### src/rtl/fp32_div_seq.sv
// fp32_div_seq: iterative IEEE-754 single-precision divider.
// Truncating, subnormal-aware, one restoring quotient bit per cycle.
`timescale 1ns/1ps
module fp32_div_seq #(
  parameter logic [31:0] NAN_VALUE = 32'hFFFF_FFFF
) (
  input  logic        i_clk,
  input  logic        i_rst_n,
  input  logic        i_start,
  input  logic [31:0] i_a,
  input  logic [31:0] i_b,
  output logic        o_busy,
  output logic        o_done,
  output logic [31:0] o_res
);

  localparam int QBITS = 25;

  localparam logic [2:0] S_IDLE  = 3'd0;
  localparam logic [2:0] S_CLASS = 3'd1;
  localparam logic [2:0] S_NORM  = 3'd2;
  localparam logic [2:0] S_DIV   = 3'd3;
  localparam logic [2:0] S_POST  = 3'd4;
  localparam logic [2:0] S_DONE  = 3'd5;

  logic [2:0]        state_q, state_d;
  logic [31:0]       a_q, a_d, b_q, b_d;
  logic [23:0]       ma_q, ma_d, mb_q, mb_d;
  logic signed [9:0] ea_q, ea_d, eb_q, eb_d;
  logic              sign_q, sign_d;
  logic [25:0]       rem_q, rem_d;
  logic [24:0]       quo_q, quo_d;
  logic [4:0]        cnt_q, cnt_d;
  logic [31:0]       res_q, res_d;

  logic [7:0] xa, xb;
  logic       a_zero, a_inf, a_nan;
  logic       b_zero, b_inf, b_nan;
  logic       sp_nan, sp_inf, sp_zero;

  assign xa     = a_q[30:23];
  assign xb     = b_q[30:23];
  assign a_zero = (xa == 8'h00) && (a_q[22:0] == 23'd0);
  assign b_zero = (xb == 8'h00) && (b_q[22:0] == 23'd0);
  assign a_inf  = (xa == 8'hFF) && (a_q[22:0] == 23'd0);
  assign b_inf  = (xb == 8'hFF) && (b_q[22:0] == 23'd0);
  assign a_nan  = (xa == 8'hFF) && (a_q[22:0] != 23'd0);
  assign b_nan  = (xb == 8'hFF) && (b_q[22:0] != 23'd0);

  assign sp_nan  = a_nan | b_nan | (a_zero & b_zero)
                 | (a_inf & b_inf);
  assign sp_inf  = a_inf | b_zero;
  assign sp_zero = a_zero | b_inf;

  logic [23:0]       ma_c, mb_c;
  logic signed [9:0] ea_c, eb_c;

  assign ma_c = {xa != 8'h00, a_q[22:0]};
  assign mb_c = {xb != 8'h00, b_q[22:0]};
  assign ea_c = (xa == 8'h00) ? 10'sd1 : $signed({2'b00, xa});
  assign eb_c = (xb == 8'h00) ? 10'sd1 : $signed({2'b00, xb});

  logic [23:0]       ma_n, mb_n;
  logic signed [9:0] ea_n, eb_n;

  assign ma_n = ma_q[23] ? ma_q : {ma_q[22:0], 1'b0};
  assign mb_n = mb_q[23] ? mb_q : {mb_q[22:0], 1'b0};
  assign ea_n = ma_q[23] ? ea_q : ea_q - 10'sd1;
  assign eb_n = mb_q[23] ? eb_q : eb_q - 10'sd1;

  logic [25:0] mb_ext, rsub;
  logic        ge;

  assign mb_ext = {2'b00, mb_q};
  assign ge     = rem_q >= mb_ext;
  assign rsub   = ge ? rem_q - mb_ext : rem_q;

  // Result packing: quotient lies in [0.5, 2), so at most one
  // renormalising shift; underflow denormalises by right shift.
  logic signed [9:0] e_pre, e_adj;
  logic [23:0]       sig_n, sig_sh;
  logic [9:0]        sh;
  logic [31:0]       post_res;

  always_comb begin
    e_pre    = ea_q - eb_q + 10'sd127;
    sig_n    = quo_q[24] ? quo_q[24:1] : quo_q[23:0];
    e_adj    = quo_q[24] ? e_pre : e_pre - 10'sd1;
    sh       = $unsigned(10'sd1 - e_adj);
    sig_sh   = sig_n >> sh[4:0];
    post_res = {sign_q, e_adj[7:0], sig_n[22:0]};
    if (e_adj >= 10'sd255) begin
      post_res = {sign_q, 8'hFF, 23'd0};
    end else if (e_adj <= 10'sd0) begin
      if (sh >= 10'd24) post_res = {sign_q, 31'd0};
      else post_res = {sign_q, 8'h00, sig_sh[22:0]};
    end
  end

  always_comb begin
    state_d = state_q;
    a_d     = a_q;
    b_d     = b_q;
    ma_d    = ma_q;
    mb_d    = mb_q;
    ea_d    = ea_q;
    eb_d    = eb_q;
    sign_d  = sign_q;
    rem_d   = rem_q;
    quo_d   = quo_q;
    cnt_d   = cnt_q;
    res_d   = res_q;
    unique case (state_q)
      S_IDLE: begin
        if (i_start) begin
          a_d     = i_a;
          b_d     = i_b;
          state_d = S_CLASS;
        end
      end
      S_CLASS: begin
        sign_d = a_q[31] ^ b_q[31];
        ma_d   = ma_c;
        mb_d   = mb_c;
        ea_d   = ea_c;
        eb_d   = eb_c;
        rem_d  = {2'b00, ma_c};
        quo_d  = '0;
        cnt_d  = '0;
        if (sp_nan) begin
          res_d   = NAN_VALUE;
          state_d = S_DONE;
        end else if (sp_inf) begin
          res_d   = {a_q[31] ^ b_q[31], 8'hFF, 23'd0};
          state_d = S_DONE;
        end else if (sp_zero) begin
          res_d   = {a_q[31] ^ b_q[31], 31'd0};
          state_d = S_DONE;
        end else if (ma_c[23] && mb_c[23]) begin
          state_d = S_DIV;
        end else begin
          state_d = S_NORM;
        end
      end
      S_NORM: begin
        ma_d  = ma_n;
        mb_d  = mb_n;
        ea_d  = ea_n;
        eb_d  = eb_n;
        rem_d = {2'b00, ma_n};
        if (ma_n[23] && mb_n[23]) state_d = S_DIV;
      end
      S_DIV: begin
        rem_d = rsub << 1;
        quo_d = {quo_q[23:0], ge};
        cnt_d = cnt_q + 5'd1;
        if (cnt_q == 5'(QBITS - 1)) state_d = S_POST;
      end
      S_POST: begin
        res_d   = post_res;
        state_d = S_DONE;
      end
      S_DONE: state_d = S_IDLE;
      default: state_d = S_IDLE;
    endcase
  end

  always_ff @(posedge i_clk) begin
    if (!i_rst_n) begin
      state_q <= S_IDLE;
      a_q     <= '0;
      b_q     <= '0;
      ma_q    <= '0;
      mb_q    <= '0;
      ea_q    <= '0;
      eb_q    <= '0;
      sign_q  <= 1'b0;
      rem_q   <= '0;
      quo_q   <= '0;
      cnt_q   <= '0;
      res_q   <= '0;
    end else begin
      state_q <= state_d;
      a_q     <= a_d;
      b_q     <= b_d;
      ma_q    <= ma_d;
      mb_q    <= mb_d;
      ea_q    <= ea_d;
      eb_q    <= eb_d;
      sign_q  <= sign_d;
      rem_q   <= rem_d;
      quo_q   <= quo_d;
      cnt_q   <= cnt_d;
      res_q   <= res_d;
    end
  end

  assign o_busy = (state_q != S_IDLE) && (state_q != S_DONE);
  assign o_done = (state_q == S_DONE);
  assign o_res  = res_q;

endmodule

### config.mk
export PLATFORM = sky130hd
export DESIGN_NAME = fp32_div_seq
export DESIGN_NICKNAME = d
export VERILOG_FILES = /design/src/rtl/fp32_div_seq.sv
export SDC_FILE = /design/constraint.sdc
export NUM_CORES = 1
export LEC_CHECK = 0
export ABC_AREA = 1
export ABC_CLOCK_PERIOD_IN_PS = 5270
export BUFFER_PORTS_ARGS = -buffer_cell sky130_fd_sc_hd__buf_4
export CORE_ASPECT_RATIO = 1.1
export CORE_MARGIN = 3
export CORE_UTILIZATION = 30
export CTS_BUF_LIST = sky130_fd_sc_hd__clkbuf_8
export CTS_CLUSTER_DIAMETER = 200
export DETAILED_ROUTE_END_ITERATION = 10
export PLACE_DENSITY = 0.44
export SYNTH_ARGS = -nofsm -noshare
export SYNTH_HDL_FRONTEND = slang
export SYNTH_SLANG_ARGS = --single-unit
### constraint.sdc
create_clock -name i_clk -period 5.27 [get_ports i_clk]
set_input_delay 1.581 -clock i_clk [delete_from_list [all_inputs] [get_ports i_clk]]
set_output_delay 1.581 -clock i_clk [all_outputs]
set_load 0.01 [all_outputs]
==> metrics.txt, run 1 <==
RD Place Congestion 0.871; post-CTS setup buffers 0; Syn Std Cell Area 13800 µm²; commonest non-fill, non-tap cell in the layout nand2_1; final period utilization 73.6%; Via density 5.04; RSZ-0062 raised after global routing no; die area 48700 µm²; Die Span X 211 µm; Post-Synthesis Cells 2108; setup TNS 0 ns; Hold Crit Depth 2; r2r endpoint o_res[5]$_SDFFE_PN0P_; Avg WL per Cell 16.7 µm; # H-tree levels 2; clk root buf clkbuf_8; min-delay worst type reg2reg; cells along the critical path inv_1 -> ha_1 -> ha_1 -> inv_1 -> fa_1 -> inv_1 -> nand3_1 -> nand2_1 -> nand2_1 -> nand2_1 -> nand3_1 -> nor2_2 -> nand2_1 -> nand2_1 -> inv_2 -> nand4_4 -> nand2_2 -> o21ai_0 -> inv_1 -> nand2_1 -> a21oi_1; CP endpoint kind register; Final Hold Slack 0.461 ns; vias in the first global route 13500; worst slew pin tran 1.21 ns; r2r worst-path depth 21; skew final 0.0340 ns; Tmin final 3.88 ns; share of layout cells above drive strength 1 10.7%; most frequent cells in the layout 450 x nand2_1, 263 x inv_1, 241 x o21ai_0; max frequency 0.258 GHz; stages on the worst setup path 21; max_slew headroom 19.4%; CP max FO 47; Num CTS Buffers 46; flops & latches, synth 224; Worst Path Required 5.72 ns; DRC Markers 0; post-synth net total 2224; Yosys cell types 48; R2R Path Start eb_q[1]$_SDFFE_PN0P_; setup slack, reg-to-reg 1.39 ns; Most common cell on crit path nand2_1; hold buffers post-CTS 0; core area 45000 µm²; hold violation count in the final report 0; register area share after synthesis 32.4%; Critical Path Start Type register; GRT Overall Usage 18.8%; clk sinks 224; CTS clk-pin slew, worst paths 0.06 ns; Avg Inst Size Synth 6.57 µm²; worst path bufs/invs 5; clk buf depth 3; I/O pins 101; Setup violations, final 0; first-pass GRT wire length 74.0 mm; number of nets in the layout 2272; Die Y 231 µm; P&R area growth vs syn 15.7%; DP HPWL 34.2 mm; Starting Density 30.8%; DRT Wirelength 46.4 mm; synth warn 0; num rows 81; slowest stage delay, CP 0.49 ns; grt ovf 0; largest net degree at the start of global routing 76; status complete, no violations; crit path kind reg2reg; drt initial violations 860; total number of vias 14000; worst-skew pair later-pin latency 0.62 ns; Data arrival, critical path 4.33 ns; Max-cap violations 0; # resized after CTS 0; initial antenna violation count 1; Final Max Slew Viols 0; CP delay by family, top simple AND/OR/NAND/NOR gates; number of nets still failing antenna checks after routing 0; Worst Setup SP eb_q[1]$_SDFFE_PN0P_; First-pass DRT Iterations 5; CTS tree yes; CP endpoint o_res[5]$_SDFFE_PN0P_; Buffers on Ports 100; slowest stage cell on the critical path fa_1
[Yosys cell counts, drive strengths merged]
library cell    n  area share [%]
inv           257             7.0
a211oi         47             2.5
a21oi         232             8.5
a21o            4            0.22
nor4           10            0.45
ha             47             4.2
a22oi           1           0.054
and3            2           0.090
mux2i           5            0.36
nand2         454              12
o211ai         18            0.98
o32ai           1           0.063
o31ai           7            0.38
a21boi          2            0.11
nor2          130             3.7
nand4          26             1.3
clkbuf         97             2.6
a31oi          25             1.1
nand3         131             4.7
nand3b          2            0.11
clkinv          1           0.027
xor2           22             1.4
o21a            2            0.11
or2            12            0.54
nor3           21            0.76
buf            26             1.2
a221oi         23             1.5
o21ai         253             9.2
o311a           1           0.072
xnor2          16             1.1
fa              2            0.29
dfxtp         224              32
o21bai          7            0.38
[through the flow]
stage          utilization [%]  std cells  cell area, µm²  setup slack, ns
2_1_floorplan                -       2108           13800             2.06
3_3_place_gp              33.3       2689           15000             1.43
3_5_place_dp              33.3       2689           15000             1.39
4_1_cts                   35.6       2772           16000             1.35
5_1_grt                   35.6       2773           16000            0.891
6_report                  35.6       2773           16000             1.39
[logic make-up after synthesis]
family | share of synthesized area, %
and+or+nand+nor | 24.1
muxes | 0.362
adders and majority gates | 4.54
DFF | 32.4
buffers and inverters | 10.8
xor gates and xnor gates | 2.59
AOI/OAI and AO/OA | 25.1
[flip-flops by register name (all words and copies together), names as in the netlist]
| signal | count |
|---|---|
| a_q | 32 |
| b_q | 32 |
| o_res | 32 |
| rem_q | 26 |
| quo_q | 25 |
| ma_q | 24 |
| mb_q | 24 |
| ea_q | 10 |
| eb_q | 10 |
| cnt_q | 5 |
| state_q | 3 |
| sign_q | 1 |
[tightest hold or removal path, delay by kind of cell (launching register included)]
family          cells  cell delay (ns)
simple gates        1             0.06
flops               1             0.31
compound gates      1             0.05
[final cells by class]
class,instances,area [µm²]
clock inverters,23,193
fillers,5019,29000
repair buffers,123,936
diodes,1,2.50
well taps,581,727
flip-flops and latches,224,4480
multi-input cells,1503,7880
inverters,258,968
clock buffers,60,826
[routing by layer]
metal	GRT usage (%)	up-vias	wire length, µm
li1	-	7174	-
met1	23.3	6468	20400
met2	33.0	270	22800
met3	2.94	71	1780
met4	6.80	0	1460
met5	0	-	0
[how the worst min path moves through the flow]
stage / slack [ns] / endpoint / startpoint
2_1_floorplan: 0.44 / a_q[31]$_SDFFE_PN0P_ / a_q[31]$_SDFFE_PN0P_
3_3_place_gp: 0.45 / a_q[31]$_SDFFE_PN0P_ / a_q[31]$_SDFFE_PN0P_
4_1_cts: 0.46 / quo_q[2]$_SDFFE_PN0P_ / quo_q[1]$_SDFFE_PN0P_
3_5_place_dp: 0.46 / a_q[31]$_SDFFE_PN0P_ / a_q[31]$_SDFFE_PN0P_
5_1_grt: 0.49 / ea_q[7]$_SDFFE_PN0P_ / ea_q[7]$_SDFFE_PN0P_
6_report: 0.46 / quo_q[2]$_SDFFE_PN0P_ / quo_q[1]$_SDFFE_PN0P_
Power of run 1 is not shown: default switching activity piles up to over one toggle a cycle in this logic, so the estimate is an artifact.
==> run 2: changes to the inputs <==
--- a/config.mk
+++ b/config.mk
@@ -6,7 +6,7 @@
 export NUM_CORES = 1
 export LEC_CHECK = 0
 export ABC_AREA = 1
-export ABC_CLOCK_PERIOD_IN_PS = 5270
+export ABC_CLOCK_PERIOD_IN_PS = 3300
 export BUFFER_PORTS_ARGS = -buffer_cell sky130_fd_sc_hd__buf_4
 export CORE_ASPECT_RATIO = 1.1
 export CORE_MARGIN = 3
@@ -14,7 +14,7 @@
 export CTS_BUF_LIST = sky130_fd_sc_hd__clkbuf_8
 export CTS_CLUSTER_DIAMETER = 200
 export DETAILED_ROUTE_END_ITERATION = 10
-export PLACE_DENSITY = 0.44
+export PLACE_DENSITY = 0.46
 export SYNTH_ARGS = -nofsm -noshare
 export SYNTH_HDL_FRONTEND = slang
 export SYNTH_SLANG_ARGS = --single-unit
==> constraint.sdc (replaced) <==
create_clock -name i_clk -period 3.3 [get_ports i_clk]
set_input_delay 0.99 -clock i_clk [delete_from_list [all_inputs] [get_ports i_clk]]
set_output_delay 0.99 -clock i_clk [all_outputs]
set_load 0.01 [all_outputs]
==> run 2 against run 1 <==
Net effect:
- count of clock-buffer cells in the layout is 1 higher
- register-to-register slack worse by 1.3 ns
- flip-flop and latch count unchanged
- worst setup slack worse by 1.3 ns
- global-route usage down 0.68 points
- routed wire length shrank 1.8%
- utilization rose by 1.9 points
- via count up 1.6%
- first-iteration DRC count is 8.8% lower
- critical path type unchanged
==> metrics.txt, run 2 (same netlist as run 1, synthesis figures left out) <==
status complete, no violations (unchanged); core area 45000 µm² (unchanged); initial antenna violation count 0 (was 1); placed cells 2730 (was 2689); CTS clk-pin slew, worst paths 0.07 ns (was 0.06 ns); final period utilization 98.6% (was 73.6%); total number of vias 14200 (was 14000); DRT met1 WL 20.3 mm (was 20.4 mm); Critical Path Start Type register (unchanged); number of nets still failing antenna checks after routing 0 (unchanged); worst slew pin tran 0.978 ns (was 1.21 ns); n_diodes 0 (was 1); num rows 81 (unchanged); Worst Path Required 3.88 ns (was 5.72 ns); crit path kind reg2reg (unchanged); Hold Path Sink b_q[31]$_SDFFE_PN0P_ (was quo_q[2]$_SDFFE_PN0P_); Die Y 231 µm (unchanged); CP max FO 6 (was 47); Avg WL per Cell 16.1 µm (was 16.7 µm); GRT Overall Usage 18.1% (was 18.8%); drt initial violations 784 (was 860); Max-cap violations 0 (unchanged); Buffers on Ports 100 (unchanged); die area 48700 µm² (unchanged); First-pass DRT Iterations 6 (was 5); RSZ-0062 raised after global routing yes (was no); CTS tree yes (unchanged); Tmin final 3.25 ns (was 3.88 ns); hold buffers post-CTS 0 (unchanged); CP endpoint kind register (unchanged); fillers 4980 (was 5019); vias in the first global route 13800 (was 13500); clk sinks 224 (unchanged); setup slack, reg-to-reg 0.05 ns (was 1.39 ns); P&R area growth vs syn 21.9% (was 15.7%); hold violation count in the final report 0 (unchanged); Die Span X 211 µm (unchanged); r2r endpoint o_res[0]$_SDFFE_PN0P_ (was o_res[5]$_SDFFE_PN0P_); max frequency 0.307 GHz (was 0.258 GHz); uppermost routed layer met4 (unchanged); skew final 0.0883 ns (was 0.0340 ns); worst-skew pair later-pin latency 0.64 ns (was 0.62 ns); Via density 5.03 (was 5.04); I/O pins 101 (unchanged); commonest non-fill, non-tap cell in the layout nand2_1 (unchanged); min-delay worst type reg2reg (unchanged); grt ovf 0 (unchanged); utilization after layout 37.5% (was 35.6%); Final Hold Slack 0.458 ns (was 0.461 ns); Data arrival, critical path 3.83 ns (was 4.33 ns); most frequent cells in the layout 430 x nand2_1, 253 x inv_1, 238 x o21ai_0 (was 450 x nand2_1, 263 x inv_1, 241 x o21ai_0); max_slew headroom 34.7% (was 19.4%); DRC Markers 0 (unchanged); clk root buf clkbuf_8 (unchanged); DRT Wirelength 45.5 mm (was 46.4 mm); Hold Crit Depth 2 (unchanged); Cell Count, Final, Fillers Out 2828 (was 2773); Final Max Slew Viols 0 (unchanged); Starting Density 30.8% (unchanged); clk buf depth 3 (unchanged); number of nets in the layout 2327 (was 2272); DP HPWL 32.9 mm (was 34.2 mm); Num CTS Buffers 44 (was 46); r2r worst-path depth 20 (was 21); Met3 Wirelength 1.72 mm (was 1.78 mm); Setup violations, final 0 (unchanged); met2 wire length 22.1 mm (was 22.8 mm); first-pass GRT wire length 72.4 mm (was 74.0 mm); largest net degree at the start of global routing 91 (was 76); R2R Path Start eb_q[1]$_SDFFE_PN0P_ (unchanged); setup TNS 0 ns (unchanged); RD Place Congestion 0.884 (was 0.871); Hold Path Origin b_q[31]$_SDFFE_PN0P_ (was quo_q[1]$_SDFFE_PN0P_); # H-tree levels 2 (unchanged); share of layout cells above drive strength 1 16.4% (was 10.7%)
==> run 2: timing repair <==
action / 4_1_cts / 5_1_grt
endpoints found under the setup margin: 21 / 31
resized for setup: 9 / 86
pin swaps: 1 / 33
buffers inserted: 2 / 10
gates cloned: 1 / 3
==> run 2: metal layers <==
layer / vias to the layer above / global-route usage [%]
met4: 0 / 5.61
met3: 80 / 2.88
met2: 272 / 32.2
li1: 7308 / -
met5: - / 0
met1: 6552 / 22.4
==> run 2: cell type report <==
type | count | area, µm² | area share, %
Sequential cell | 224 | 4490 | 26.6
Timing Repair Buffer | 179 | 1490 | 8.81
Inverter | 258 | 975 | 5.78
Tap cell | 581 | 727 | 4.31
Timing Repair inverter | 1 | 7.51 | 0.0445
Multi-Input combinational cell | 1503 | 8230 | 48.8
Clock inverter | 21 | 118 | 0.697
Clock buffer | 61 | 840 | 4.98
==> run 2: worst max-delay path by stage <==
stage                         startpoint                      to  slack, ns  cells past startpoint
CTS                 eb_q[1]$_SDFFE_PN0P_  o_res[22]$_SDFFE_PN0P_      0.009                     20
global route        eb_q[1]$_SDFFE_PN0P_   o_res[0]$_SDFFE_PN0P_      -0.15                     20
detailed placement  eb_q[1]$_SDFFE_PN0P_  o_res[16]$_SDFFE_PN0P_      -0.10                     17
finish              eb_q[1]$_SDFFE_PN0P_   o_res[0]$_SDFFE_PN0P_       0.05                     20
floorplan           eb_q[1]$_SDFFE_PN0P_   o_res[8]$_SDFFE_PN0P_       0.09                     17
global placement    eb_q[1]$_SDFFE_PN0P_  o_res[16]$_SDFFE_PN0P_      -0.09                     18
==> run 2: critical path, cell delays in order (launching register included) <==
cell and delay, ns:
dfxtp_2 0.33, inv_2 0.05, ha_4 0.26, ha_4 0.12, inv_2 0.03, fa_2 0.58
nand4_4 0.18, xor2_4 0.25, nand2_2 0.11, nor2_4 0.12, nand2_2 0.07, nor2_4 0.12
nand3_2 0.07, nand2_2 0.07, inv_2 0.04, nor2_4 0.25, clkbuf_16 0.21, nand3_1 0.07
nand2_1 0.07, nand2_1 0.05, a21oi_1 0.13
==> run 2: stage by stage <==
stage	setup WS, ns	area (µm²)
2_1_floorplan	0.0877	13800
3_3_place_gp	-0.0948	15400
3_5_place_dp	-0.104	15400
4_1_cts	0.00907	16400
5_1_grt	-0.153	16900
6_report	0.0465	16900
Power of run 2 is left out for the same reason.
==> run 3: changes to the inputs <==
--- a/config.mk
+++ b/config.mk
@@ -6,7 +6,7 @@
 export NUM_CORES = 1
 export LEC_CHECK = 0
 export ABC_AREA = 1
-export ABC_CLOCK_PERIOD_IN_PS = 3300
+export ABC_CLOCK_PERIOD_IN_PS = 3400
 export BUFFER_PORTS_ARGS = -buffer_cell sky130_fd_sc_hd__buf_4
 export CORE_ASPECT_RATIO = 1.1
 export CORE_MARGIN = 3
@@ -14,7 +14,7 @@
 export CTS_BUF_LIST = sky130_fd_sc_hd__clkbuf_8
 export CTS_CLUSTER_DIAMETER = 200
 export DETAILED_ROUTE_END_ITERATION = 10
-export PLACE_DENSITY = 0.46
+export PLACE_DENSITY = 0.44
 export SYNTH_ARGS = -nofsm -noshare
 export SYNTH_HDL_FRONTEND = slang
 export SYNTH_SLANG_ARGS = --single-unit
==> constraint.sdc (replaced) <==
create_clock -name i_clk -period 3.4 [get_ports i_clk]
set_input_delay 1.02 -clock i_clk [delete_from_list [all_inputs] [get_ports i_clk]]
set_output_delay 1.02 -clock i_clk [all_outputs]
set_load 0.01 [all_outputs]
==> run 3 against run 2 <==
Net effect:
- worst hold slack got worse by 0.0085 ns
- final cell count decreased by 0.53%
- global-route usage grew 0.56 points
- critical path type unchanged
==> metrics.txt, run 3 (same netlist as run 1, synthesis figures left out) <==
drt initial violations 801 (was 784); worst-skew pair later-pin latency 0.63 ns (was 0.64 ns); status complete, no violations (unchanged); total number of vias 14200 (about the same); I/O pins 101 (unchanged); Hold Crit Depth 2 (unchanged); initial antenna violation count 0 (unchanged); vias in the first global route 13600 (was 13800); r2r endpoint o_res[20]$_SDFFE_PN0P_ (was o_res[0]$_SDFFE_PN0P_); Worst Path Required 3.96 ns (was 3.88 ns); fillers 4956 (was 4980); RSZ-0062 raised after global routing yes (unchanged); skew final 0.0372 ns (was 0.0883 ns); grt ovf 0 (unchanged); largest net degree at the start of global routing 72 (was 91); share of layout cells above drive strength 1 15.8% (was 16.4%); DP HPWL 34.2 mm (was 32.9 mm); cells along the critical path inv_2 -> ha_4 -> ha_4 -> inv_2 -> fa_2 -> nand3_2 -> inv_2 -> nand2_1 -> inv_2 -> nand3_2 -> nor2_4 -> nand2_1 -> nand2_1 -> nand2_2 -> inv_4 -> nand2_2 -> a21oi_4 -> clkbuf_16 -> nand2_1 -> inv_1 -> nand2_2 -> a21oi_2 (was inv_2 -> ha_4 -> ha_4 -> inv_2 -> fa_2 -> nand4_4 -> xor2_4 -> nand2_2 -> nor2_4 -> nand2_2 -> nor2_4 -> nand3_2 -> nand2_2 -> inv_2 -> nor2_4 -> clkbuf_16 -> nand3_1 -> nand2_1 -> nand2_1 -> a21oi_1); Die Span X 211 µm (unchanged); max_slew headroom 40.1% (was 34.7%); Data arrival, critical path 3.92 ns (was 3.83 ns); slowest stage delay, CP 0.60 ns (was 0.58 ns); First-pass DRT Iterations 8 (was 6); final period utilization 98.7% (was 98.6%); CP endpoint o_res[20]$_SDFFE_PN0P_ (was o_res[0]$_SDFFE_PN0P_); Die Y 231 µm (unchanged); CP endpoint kind register (unchanged); slowest stage cell on the critical path fa_2 (unchanged); setup slack, reg-to-reg 0.04 ns (was 0.05 ns); crit path kind reg2reg (unchanged); r2r worst-path depth 22 (was 20); core area 45000 µm² (unchanged); P&R area growth vs syn 21.7% (was 21.9%); # H-tree levels 2 (unchanged); num rows 81 (unchanged); max frequency 0.298 GHz (was 0.307 GHz); worst path bufs/invs 7 (was 4); number of nets still failing antenna checks after routing 0 (unchanged); Max-cap violations 0 (unchanged); number of nets in the layout 2315 (was 2327); Final Max Slew Viols 0 (unchanged); R2R Path Start eb_q[1]$_SDFFE_PN0P_ (unchanged); hold buffers post-CTS 0 (unchanged); Starting Density 30.8% (unchanged); first-pass GRT wire length 73.9 mm (was 72.4 mm); Worst Setup SP eb_q[1]$_SDFFE_PN0P_ (unchanged); hold violation count in the final report 0 (unchanged); Via density 5.06 (was 5.03); CTS clk-pin slew, worst paths 0.06 ns (was 0.07 ns); die area 48700 µm² (unchanged); GRT Overall Usage 18.7% (was 18.1%); most frequent cells in the layout 429 x nand2_1, 257 x inv_1, 231 x o21ai_0 (was 430 x nand2_1, 253 x inv_1, 238 x o21ai_0); clk sinks 224 (unchanged); DRT Wirelength 47.9 mm (was 45.5 mm); Final Hold Slack 0.449 ns (was 0.458 ns); clk root buf clkbuf_8 (unchanged); min-delay worst type reg2reg (unchanged); DRC Markers 0 (unchanged); n_diodes 0 (unchanged); CP delay by family, top adder cells (was simple AND/OR/NAND/NOR gates); Num CTS Buffers 44 (unchanged); stages on the worst setup path 22 (was 20); Critical Path Start Type register (unchanged); commonest non-fill, non-tap cell in the layout nand2_1 (unchanged); Avg WL per Cell 17.0 µm (was 16.1 µm); Tmin final 3.36 ns (was 3.25 ns); RD Place Congestion 0.858 (was 0.884); clk buf depth 3 (unchanged); worst slew pin tran 0.897 ns (was 0.978 ns); CTS tree yes (unchanged); Buffers on Ports 100 (unchanged); CP max FO 7 (was 6); Setup violations, final 0 (unchanged)
-- run 3: cell count changes in the layout (fill, tap and decap cells not counted), sizes merged --
cell,delta
buf,-16
clkbuf,+3
clkinv,-4
clkinvlp,-2
inv,+4
-- run 3: worst min path at each step --
stage | to | start
floorplan | a_q[31]$_SDFFE_PN0P_ | a_q[31]$_SDFFE_PN0P_
detailed placement | a_q[31]$_SDFFE_PN0P_ | a_q[31]$_SDFFE_PN0P_
global route | quo_q[2]$_SDFFE_PN0P_ | quo_q[1]$_SDFFE_PN0P_
CTS | quo_q[2]$_SDFFE_PN0P_ | quo_q[1]$_SDFFE_PN0P_
finish | quo_q[2]$_SDFFE_PN0P_ | quo_q[1]$_SDFFE_PN0P_
global placement | b_q[31]$_SDFFE_PN0P_ | b_q[31]$_SDFFE_PN0P_
-- run 3: layout make-up --
| type | instances | area, µm² | share of cell area, % |
|---|---|---|---|
| sequential | 224 | 4490 | 26.7 |
| clock inverter | 20 | 105 | 0.624 |
| multi-input combinational | 1503 | 8240 | 48.9 |
| tap | 581 | 727 | 4.32 |
| timing repair buffer | 168 | 1490 | 8.85 |
| inverter | 258 | 975 | 5.79 |
| clock buffer | 59 | 812 | 4.82 |
-- run 3: repair_timing --
action | 4_1_cts | 5_1_grt
endpoints found under the setup margin | 1 | 31
gates resized for setup | 1 | 105
pin swaps | 0 | 38
setup buffers | 0 | 8
cloned | 0 | 12
-- run 3: worst min-delay path, stage by stage, from the launching register on --
cell and delay [ns]:
dfxtp_1 0.32, nand2_1 0.06, a21oi_1 0.05
-- run 3: metal layers --
layer | wire length, µm | GRT usage, % | vias to the layer above
li1 | - | - | 7264
met1 | 20900 | 23.4 | 6603
met2 | 23500 | 32.7 | 275
met3 | 1880 | 2.94 | 82
met4 | 1610 | 6.22 | 0
met5 | 0 | 0 | -
-- run 3: metrics by stage --
stage / instance area [µm²] / cells / util (%) / setup TNS [ns] / worst slack, ns
after floorplan: 13800 / 2108 / - / 0 / 0.188
after global placement: 15200 / 2714 / 33.9 / 0 / 0.0346
after detailed placement: 15200 / 2714 / 33.9 / -0.0204 / -0.0204
after CTS: 16200 / 2793 / 35.9 / 0 / 0.0332
after global routing: 16800 / 2813 / 37.4 / -2.72 / -0.139
final: 16800 / 2813 / 37.4 / 0 / 0.0427
Power of run 3 is left out for the same reason.
